`config.mk`:
```
export PLATFORM = sky130hd
export DESIGN_NAME = branch_predictor
export DESIGN_NICKNAME = d
export VERILOG_FILES = /design/src/rtl/branch_predictor_pkg.sv /design/src/rtl/branch_predictor_sat_counter.sv /design/src/rtl/branch_predictor.sv
export SDC_FILE = /design/constraint.sdc
export NUM_CORES = 1
export LEC_CHECK = 0
export BUFFER_PORTS_ARGS = -buffer_cell sky130_fd_sc_hd__buf_2
export CORE_ASPECT_RATIO = 1.25
export CORE_MARGIN = 2
export CORE_UTILIZATION = 61
export DETAILED_ROUTE_END_ITERATION = 8
export PLACE_DENSITY = 0.81
export SYNTH_ARGS = -nofsm -noshare
export SYNTH_HDL_FRONTEND = slang
export SYNTH_SLANG_ARGS = --single-unit
```
`constraint.sdc`:
```
create_clock -name clk -period 4.8 [get_ports clk]
set_clock_uncertainty 0.15 [all_clocks]
set_input_delay 0.48 -clock clk [delete_from_list [all_inputs] [get_ports clk]]
set_output_delay 0.48 -clock clk [all_outputs]
set_load 0.05 [all_outputs]
```
`src/rtl/branch_predictor_pkg.sv`:
```
// rtl/branch_predictor_pkg.sv - shared constants and counter encodings for branch_predictor
package branch_predictor_pkg;

    localparam int LENGTH_DEFAULT = 32;
    localparam int MODE_STATIC    = 0;
    localparam int MODE_BIMODAL   = 1;

    // Weakly-taken: MSB set, remaining bits clear (CNT_W=1 gives 1).
    function automatic logic [31:0] weaklyTaken(input int cntW);
        return 32'(1) << (cntW - 1);
    endfunction

    // Weakly-not-taken: MSB clear, remaining bits set (CNT_W=1 gives 0).
    function automatic logic [31:0] weaklyNotTaken(input int cntW);
        return (32'(1) << (cntW - 1)) - 32'(1);
    endfunction

endpackage

```
`src/rtl/branch_predictor_sat_counter.sv`:
```
// rtl/branch_predictor_sat_counter.sv - saturating up/down counter next-value logic
module sat_counter #(
    parameter int CNT_W = 2
) (
    input  logic [CNT_W-1:0] cnt,
    input  logic             inc,
    input  logic             dec,
    output logic [CNT_W-1:0] nextCnt
);

    always_comb begin
        nextCnt = cnt;
        if (inc && !dec && (cnt != '1)) begin
            nextCnt = cnt + CNT_W'(1);
        end else if (dec && !inc && (cnt != '0)) begin
            nextCnt = cnt - CNT_W'(1);
        end
    end

endmodule

```
`src/rtl/branch_predictor.sv`:
```
// rtl/branch_predictor.sv - direct-mapped bimodal branch predictor for the fetch stage
module branch_predictor
    import branch_predictor_pkg::*;
#(
    parameter int LENGTH  = LENGTH_DEFAULT,
    parameter int ENTRIES = 16,
    parameter int TAG_W   = 8,
    parameter int CNT_W   = 2,
    parameter int MODE    = MODE_BIMODAL,
    parameter int STAT_W  = 16
) (
    input  logic              clk,
    input  logic              rst,
    input  logic [LENGTH-1:0] lookup_pc_in,
    output logic              predict_taken_out,
    output logic [LENGTH-1:0] predict_target_out,
    input  logic              update_valid_in,
    input  logic [LENGTH-1:0] update_pc_in,
    input  logic              update_taken_in,
    input  logic [LENGTH-1:0] update_target_in,
    input  logic              update_pred_taken_in,
    input  logic [LENGTH-1:0] update_pred_target_in,
    output logic              mispredict_out,
    output logic [LENGTH-1:0] recover_pc_out,
    output logic [STAT_W-1:0] branch_count_out,
    output logic [STAT_W-1:0] mispredict_count_out
);

    localparam int IDX_W = $clog2(ENTRIES);
    localparam logic [CNT_W-1:0] CNT_WEAK_T  = CNT_W'(weaklyTaken(CNT_W));
    localparam logic [CNT_W-1:0] CNT_WEAK_NT = CNT_W'(weaklyNotTaken(CNT_W));

    // Plain register array so reset can clear every valid bit at once.
    logic              validQ  [ENTRIES];
    logic [TAG_W-1:0]  tagQ    [ENTRIES];
    logic [LENGTH-1:0] targetQ [ENTRIES];
    logic [CNT_W-1:0]  cntQ    [ENTRIES];

    logic [STAT_W-1:0] branchCount;
    logic [STAT_W-1:0] mispredictCount;

    logic [IDX_W-1:0] lookIdx;
    logic [IDX_W-1:0] updIdx;
    logic [TAG_W-1:0] lookTag;
    logic [TAG_W-1:0] updTag;
    logic             lookHit;
    logic             updHit;
    logic [CNT_W-1:0] cntNext;

    assign lookIdx = lookup_pc_in[IDX_W+1:2];
    assign lookTag = lookup_pc_in[IDX_W+TAG_W+1:IDX_W+2];
    assign updIdx  = update_pc_in[IDX_W+1:2];
    assign updTag  = update_pc_in[IDX_W+TAG_W+1:IDX_W+2];

    assign lookHit = validQ[lookIdx] && (tagQ[lookIdx] == lookTag);
    assign updHit  = validQ[updIdx] && (tagQ[updIdx] == updTag);

    assign predict_taken_out  = (MODE == MODE_BIMODAL) && lookHit && cntQ[lookIdx][CNT_W-1];
    assign predict_target_out = predict_taken_out ? targetQ[lookIdx] : lookup_pc_in + LENGTH'(4);

    assign mispredict_out = update_valid_in &&
        ((update_taken_in != update_pred_taken_in) ||
         (update_taken_in && update_pred_taken_in && (update_target_in != update_pred_target_in)));
    assign recover_pc_out = update_taken_in ? update_target_in : update_pc_in + LENGTH'(4);

    sat_counter #(.CNT_W(CNT_W)) u_sat_counter (
        .cnt     (cntQ[updIdx]),
        .inc     (update_taken_in),
        .dec     (!update_taken_in),
        .nextCnt (cntNext)
    );

    always_ff @(posedge clk) begin
        if (rst) begin
            for (int i = 0; i < ENTRIES; i++) begin
                validQ[i] <= 1'b0;
                cntQ[i]   <= CNT_WEAK_NT;
            end
            branchCount     <= '0;
            mispredictCount <= '0;
        end else if (update_valid_in) begin
            if (updHit) begin
                cntQ[updIdx] <= cntNext;
                if (update_taken_in) begin
                    targetQ[updIdx] <= update_target_in;
                end
            end else if (update_taken_in) begin
                validQ[updIdx]  <= 1'b1;
                tagQ[updIdx]    <= updTag;
                targetQ[updIdx] <= update_target_in;
                cntQ[updIdx]    <= CNT_WEAK_T;
            end
            if (branchCount != '1) begin
                branchCount <= branchCount + STAT_W'(1);
            end
            if (mispredict_out && (mispredictCount != '1)) begin
                mispredictCount <= mispredictCount + STAT_W'(1);
            end
        end
    end

    assign branch_count_out     = branchCount;
    assign mispredict_count_out = mispredictCount;

endmodule

```
# Yosys cells after proc, flatten, opt, wreduce, memory -nomap -nowiden
# Memory sizes are Yosys's and may differ from the RTL's.
# Cells that the tools add are included.
# word_totals
ff_bits	32
latchBits	0
mem_bits_rw	688
romBits	0
in_bits	133
mem_count	4
# memory_table
memory	words	width	read_ports	rd_ports_with_merged_regs	write_ports	line_no	rtl
targetQ	16	32	1	0	1	branch_predictor.sv:36	logic [LENGTH-1:0] targetQ [ENTRIES];
tagQ	16	8	2	0	1	branch_predictor.sv:35	logic [TAG_W-1:0] tagQ [ENTRIES];
cntQ	16	2	2	0	16	branch_predictor.sv:37	logic [CNT_W-1:0] cntQ [ENTRIES];
validQ	16	1	2	0	16	branch_predictor.sv:34	logic validQ [ENTRIES];
# classes
addsub	6
mul	0
div	0
order_cmp	0
n_eq_ne	7
shift	0
muxes	27
n_bitwise	2
reduce_logical	16
# op_table
operator	count
two-way mux 32 bit	3
adder 32 x 3 -> 32 bit (second input constant)	2
adder 16 x 1 -> 16 bit (second input constant)	2
!= test 16 bit (second input constant)	2
!= test 32 bit	1
two-way mux 1 bit	18
equality test 8 bit	2
logical AND 1 bit	9
two-way mux 2 bit	4
two-way mux 4 bit	2
AND reduction 2 bit	2
adder 2 x 1 -> 2 bit (second input constant)	1
!= test 2 bit (second input constant)	1
bitwise OR 1 bit	2
nonzero test 2 bit	1
OR reduction 2 bit	1
subtractor 2 x 1 -> 2 bit (second input constant)	1
zero test 1 bit	1
logical OR 1 bit	1
!= test 1 bit	1
OR reduction 1 bit	1

# Longest topological paths before layout
# An unclocked memory read counts as a cell.
# logic_depth
depth_word	10
depth_mapped	15
ltp_nobuf	9

# Modules after synthesis
# Synthesis repeated with hierarchy kept, for this count alone.
# unflattened
hier_cells	1838
area_unflattened_um2	32149.6
# modules_own_cells
module	instances	cells_per_inst	area_each_um2
branch_predictor	1	1822	32048.2
sat_counter	1	16	101.3

# Worst setup path after synthesis
# No wires, ideal clock.
# synth_path
path_kind	input -> output
startpoint	input update_pc_in[2]
endpoint	output recover_pc_out[29]
arrival_time_ns	3.542
path_slack_ns	0.628
cell_stages	13
n_path_buf	6
cell_sequence	buf_6 > buf_8 > buf_12 > buf_8 > buf_8 > inv_1 > or4_1 > buf_2 > nor4_2 > nand4_1 > nor2_1 > xnor2_1 > o21ai_0
# synth_via
elab_chain_cells	2
# synth_lines
item	line_no	rtl
from (decl)	branch_predictor.sv:18	input logic [LENGTH-1:0] update_pc_in,
adder 32 x 3 -> 32 bit	branch_predictor.sv:64	assign recover_pc_out = update_taken_in ? update_target_in : update_pc_in + LENGTH'(4);
two-way mux 32 bit	branch_predictor.sv:64	
to (decl)	branch_predictor.sv:24	output logic [LENGTH-1:0] recover_pc_out,
# No other way between the ends.

==> results.py <==
metrics = {
    "outcome": {
        "status": "finished, final reports clean",
    },
    "logic_synthesis": {
        "syn_avg_cell_area_um2": 17.3,
        "synth-edff-count": 672,
        "synth-seq-cells": 720,
        "ys_types": 63,
        "synthCells": 1868,
        "synth_nets": 2011,
        "yosysWarnings": 0,
        "async_reset_ff_share_pct": 0,
        "synth_area_um2": 32300,
        "ys.flop_type": "edfxtp_1",
        "synth-seq-area-share_pct": 65.5,
    },
    "placement": {
        "dp_hpwl_um": 54500,
        "gp_congestion": 0.889,
        "numPlacedInstances": 2739,
        "io_buffers": 230,
    },
    "timing": {
        "slew_viol_final": 0,
        "rsz0062_at_grt": "false",
        "final.setup.tns_ns": 0,
        "relSlewSlack_pct": 40.3,
        "max_freq_mhz": 216,
        "worst_slew_pin_slew_ns": 0.894,
        "report.final.hold_viol_count": 0,
        "setup_viol": 0,
        "period_share_pct": 96.3,
        "min_period_ns": 4.62,
        "hold_slack_ns": 0.141,
    },
    "min_path": {
        "min_to": "targetQ[11][21]",
        "hold_depth": 1,
        "min_path_type": "in -> reg",
        "hp-start": "update_target_in[21]",
    },
    "critical_path": {
        "crit_path_max_fanout": 23,
        "rr_startpoint": "tagQ[14][4]",
        "end_kind": "output port",
        "critPathLaunch": "tagQ[7][6]",
        "crit_type": "reg -> out",
        "critPathArrivalTime_ns": 3.99,
        "worstReg2RegEnd": "tagQ[10][6]",
        "cp-start-kind": "flip-flop",
        "ff2ff_path_depth": 9,
        "ff2ff_setup_slack_ns": 1.41,
        "crit_required_ns": 4.17,
    },
    "cts": {
        "clk_pin_slew_worst_paths_ns": 0.06,
        "clock_path_buffers": 3,
        "cts.hold.buffers_added": 0,
        "clkLatencyLatePin_ns": 0.61,
        "h-tree-depth": 3,
        "root_buffer": "clkbuf_16",
        "cts_tree": "done",
        "cts_buffers": 70,
        "clock-sinks": 720,
        "post_cts_resized": 0,
        "cts_setup_buffers": 0,
    },
    "global_route": {
        "grt_pass1_wl_um": 130000,
        "grt_max_degree": 129,
        "gr-total-overflow": 0,
        "track_usage_pct": 33.0,
        "grt_pass1_vias": 19800,
        "antenna_found_initial": 3,
    },
    "floorplanning": {
        "die_h_um": 261,
        "core-area_um2": 52500,
        "ios": 231,
        "start_util_pct": 61.5,
        "dieArea_um2": 54800,
        "row_count": 94,
        "die_x_um": 210,
    },
    "routing": {
        "vias": 20000,
        "drtAntennaViolNets": 0,
        "via_per_inst": 6.98,
        "drtPass1Iterations": 8,
        "wl_um": 89600,
        "drc": 0,
        "post_drt_wl_per_cell_um": 31.2,
        "first_iter_violations": 2689,
    },
    "power_and_ir_drop": {
        "power_leakage_nw": 12.4,
        "vdd_drop_max_uv": 299,
        "powerDensity_nw_per_um2": 376,
    },
    "final_layout": {
        "final_layout_size_suffix_gt1_share_pct": 31.2,
        "area_delta_synth_final_pct": 13.9,
        "fin_nets": 2282,
        "final_cells": 2870,
    },
    "run": {
        "cap_violations": 0,
    },
}
## critical path, cell delays in order (launching register included)
cell      delay (ns)
edfxtp_1        0.41
mux4_2          0.49
mux4_2          0.53
xor2_1          0.18
nor4_1          0.33
and4_2          0.55
buf_12          0.25
mux2_1          0.37
buf_2           0.22
## cell families after synthesis
logic type / count (synthesis) / synth area share (%)
AOI/OAI and AO/OA: 159 / 3.34
xor gates and xnor gates: 115 / 3.12
adders and majority gates: 10 / 0.388
buffers and inverters: 159 / 2.40
DFF: 720 / 65.5
muxes: 337 / 19.6
and+or+nand+nor: 368 / 5.66
## layout by cell type, fill, tap and decap left out, types with 48 or more instances in the layout
cell	synthesis	final
edfxtp_1	672	672
mux4_2	231	231
buf_2	32	226
nand2_1	111	111
nor2_1	90	90
buf_4	7	80
xnor2_1	73	73
clkbuf_16	0	73
mux2i_1	68	68
dfxtp_1	48	48
## per-stage QoR
| stage | util (%) | cell area, um2 | power, mW | worst slack, ns |
|---|---|---|---|---|
| after floorplan | - | 32300 | 7.80 | 0.628 |
| after global placement | 65.5 | 34400 | 8.17 | 0.560 |
| after detailed placement | 65.5 | 34400 | 8.20 | 0.462 |
| after CTS | 70.0 | 36700 | 13.8 | 0.254 |
| after global routing | 70.0 | 36700 | 14.1 | 0.192 |
| final | 70.0 | 36700 | 13.8 | 0.177 |
## cell type report
cell class	instances	area, um2
inverters	45	169
repair buffers	313	1860
well taps	672	841
diodes	3	7.51
flip-flops and latches	720	21100
multi-input cells	989	10400
clock buffers	93	1930
fillers	3189	15700
clock inverters	35	429
## worst max-delay path by stage
stage,depth (start not counted),end
final,8,predict_target_out[4]
after global routing,8,predict_target_out[30]
after CTS,8,predict_target_out[1]
after detailed placement,9,predict_target_out[30]
after global placement,9,predict_target_out[0]
after floorplan,13,recover_pc_out[29]
## per-layer routing
layer  vias to the layer above  track usage [%]  share of wire [%]  routed length, um
met5                         -                0              0.015                 13
li1                       8058                -                  -                  -
met3                       279             6.08                 12              10400
met2                      1670             55.7                 50              44600
met4                         2             17.3                5.4               4800
met1                     10000             41.5                 33              29800
## synthesized netlist by cell type (3+ instances only)
| master | n | area, um2 |
|---|---|---|
| edfxtp_1 | 672 | 20200 |
| buf_2 | 32 | 160 |
| a21oi_1 | 20 | 100 |
| o22ai_1 | 17 | 106 |
| buf_6 | 8 | 90.1 |
| and2_1 | 9 | 56.3 |
| ha_1 | 10 | 125 |
| nor2b_1 | 6 | 37.5 |
| and3_1 | 23 | 144 |
| inv_1 | 45 | 169 |
| buf_8 | 3 | 45.0 |
| mux2_1 | 29 | 327 |
| and4_1 | 6 | 52.6 |
| o31ai_1 | 5 | 37.5 |
| mux2i_1 | 68 | 681 |
| mux4_2 | 231 | 5200 |
| o21ai_0 | 43 | 215 |
| xor2_1 | 42 | 368 |
| nand2_1 | 111 | 417 |
| nand3_2 | 10 | 100 |
| nand3_1 | 33 | 165 |
| mux2_2 | 9 | 101 |
| nor3b_1 | 3 | 22.5 |
| a221o_1 | 15 | 150 |
| xnor2_1 | 73 | 639 |
| or4_1 | 6 | 45.0 |
| a211oi_1 | 3 | 22.5 |
| dfxtp_1 | 48 | 961 |
| a22oi_1 | 27 | 203 |
| nor3_1 | 7 | 35.0 |
| clkbuf_1 | 55 | 206 |
| nand4_1 | 37 | 231 |
| or3_1 | 11 | 68.8 |
| nor2_1 | 90 | 338 |
| buf_4 | 7 | 52.6 |
| buf_1 | 7 | 26.3 |
| nor4_1 | 8 | 50.1 |
| o2111ai_1 | 4 | 35.0 |
| o21a_1 | 3 | 22.5 |
| a21boi_0 | 3 | 22.5 |
## sequential cells by signal, indices dropped and copies added (netlist names)
register              count
validQ                   16
branch_count_out         16
mispredict_count_out     16
cntQ                     32
tagQ                    128
targetQ                 512
## power breakdown
| group | internal, mW | switching [mW] |
|---|---|---|
| clock | 3.38 | 2.33 |
| sequential | 6.91 | 0.0244 |
| combinational | 0.421 | 0.744 |
| total | 10.7 | 3.10 |
Power figures use the tool's default switching activity.
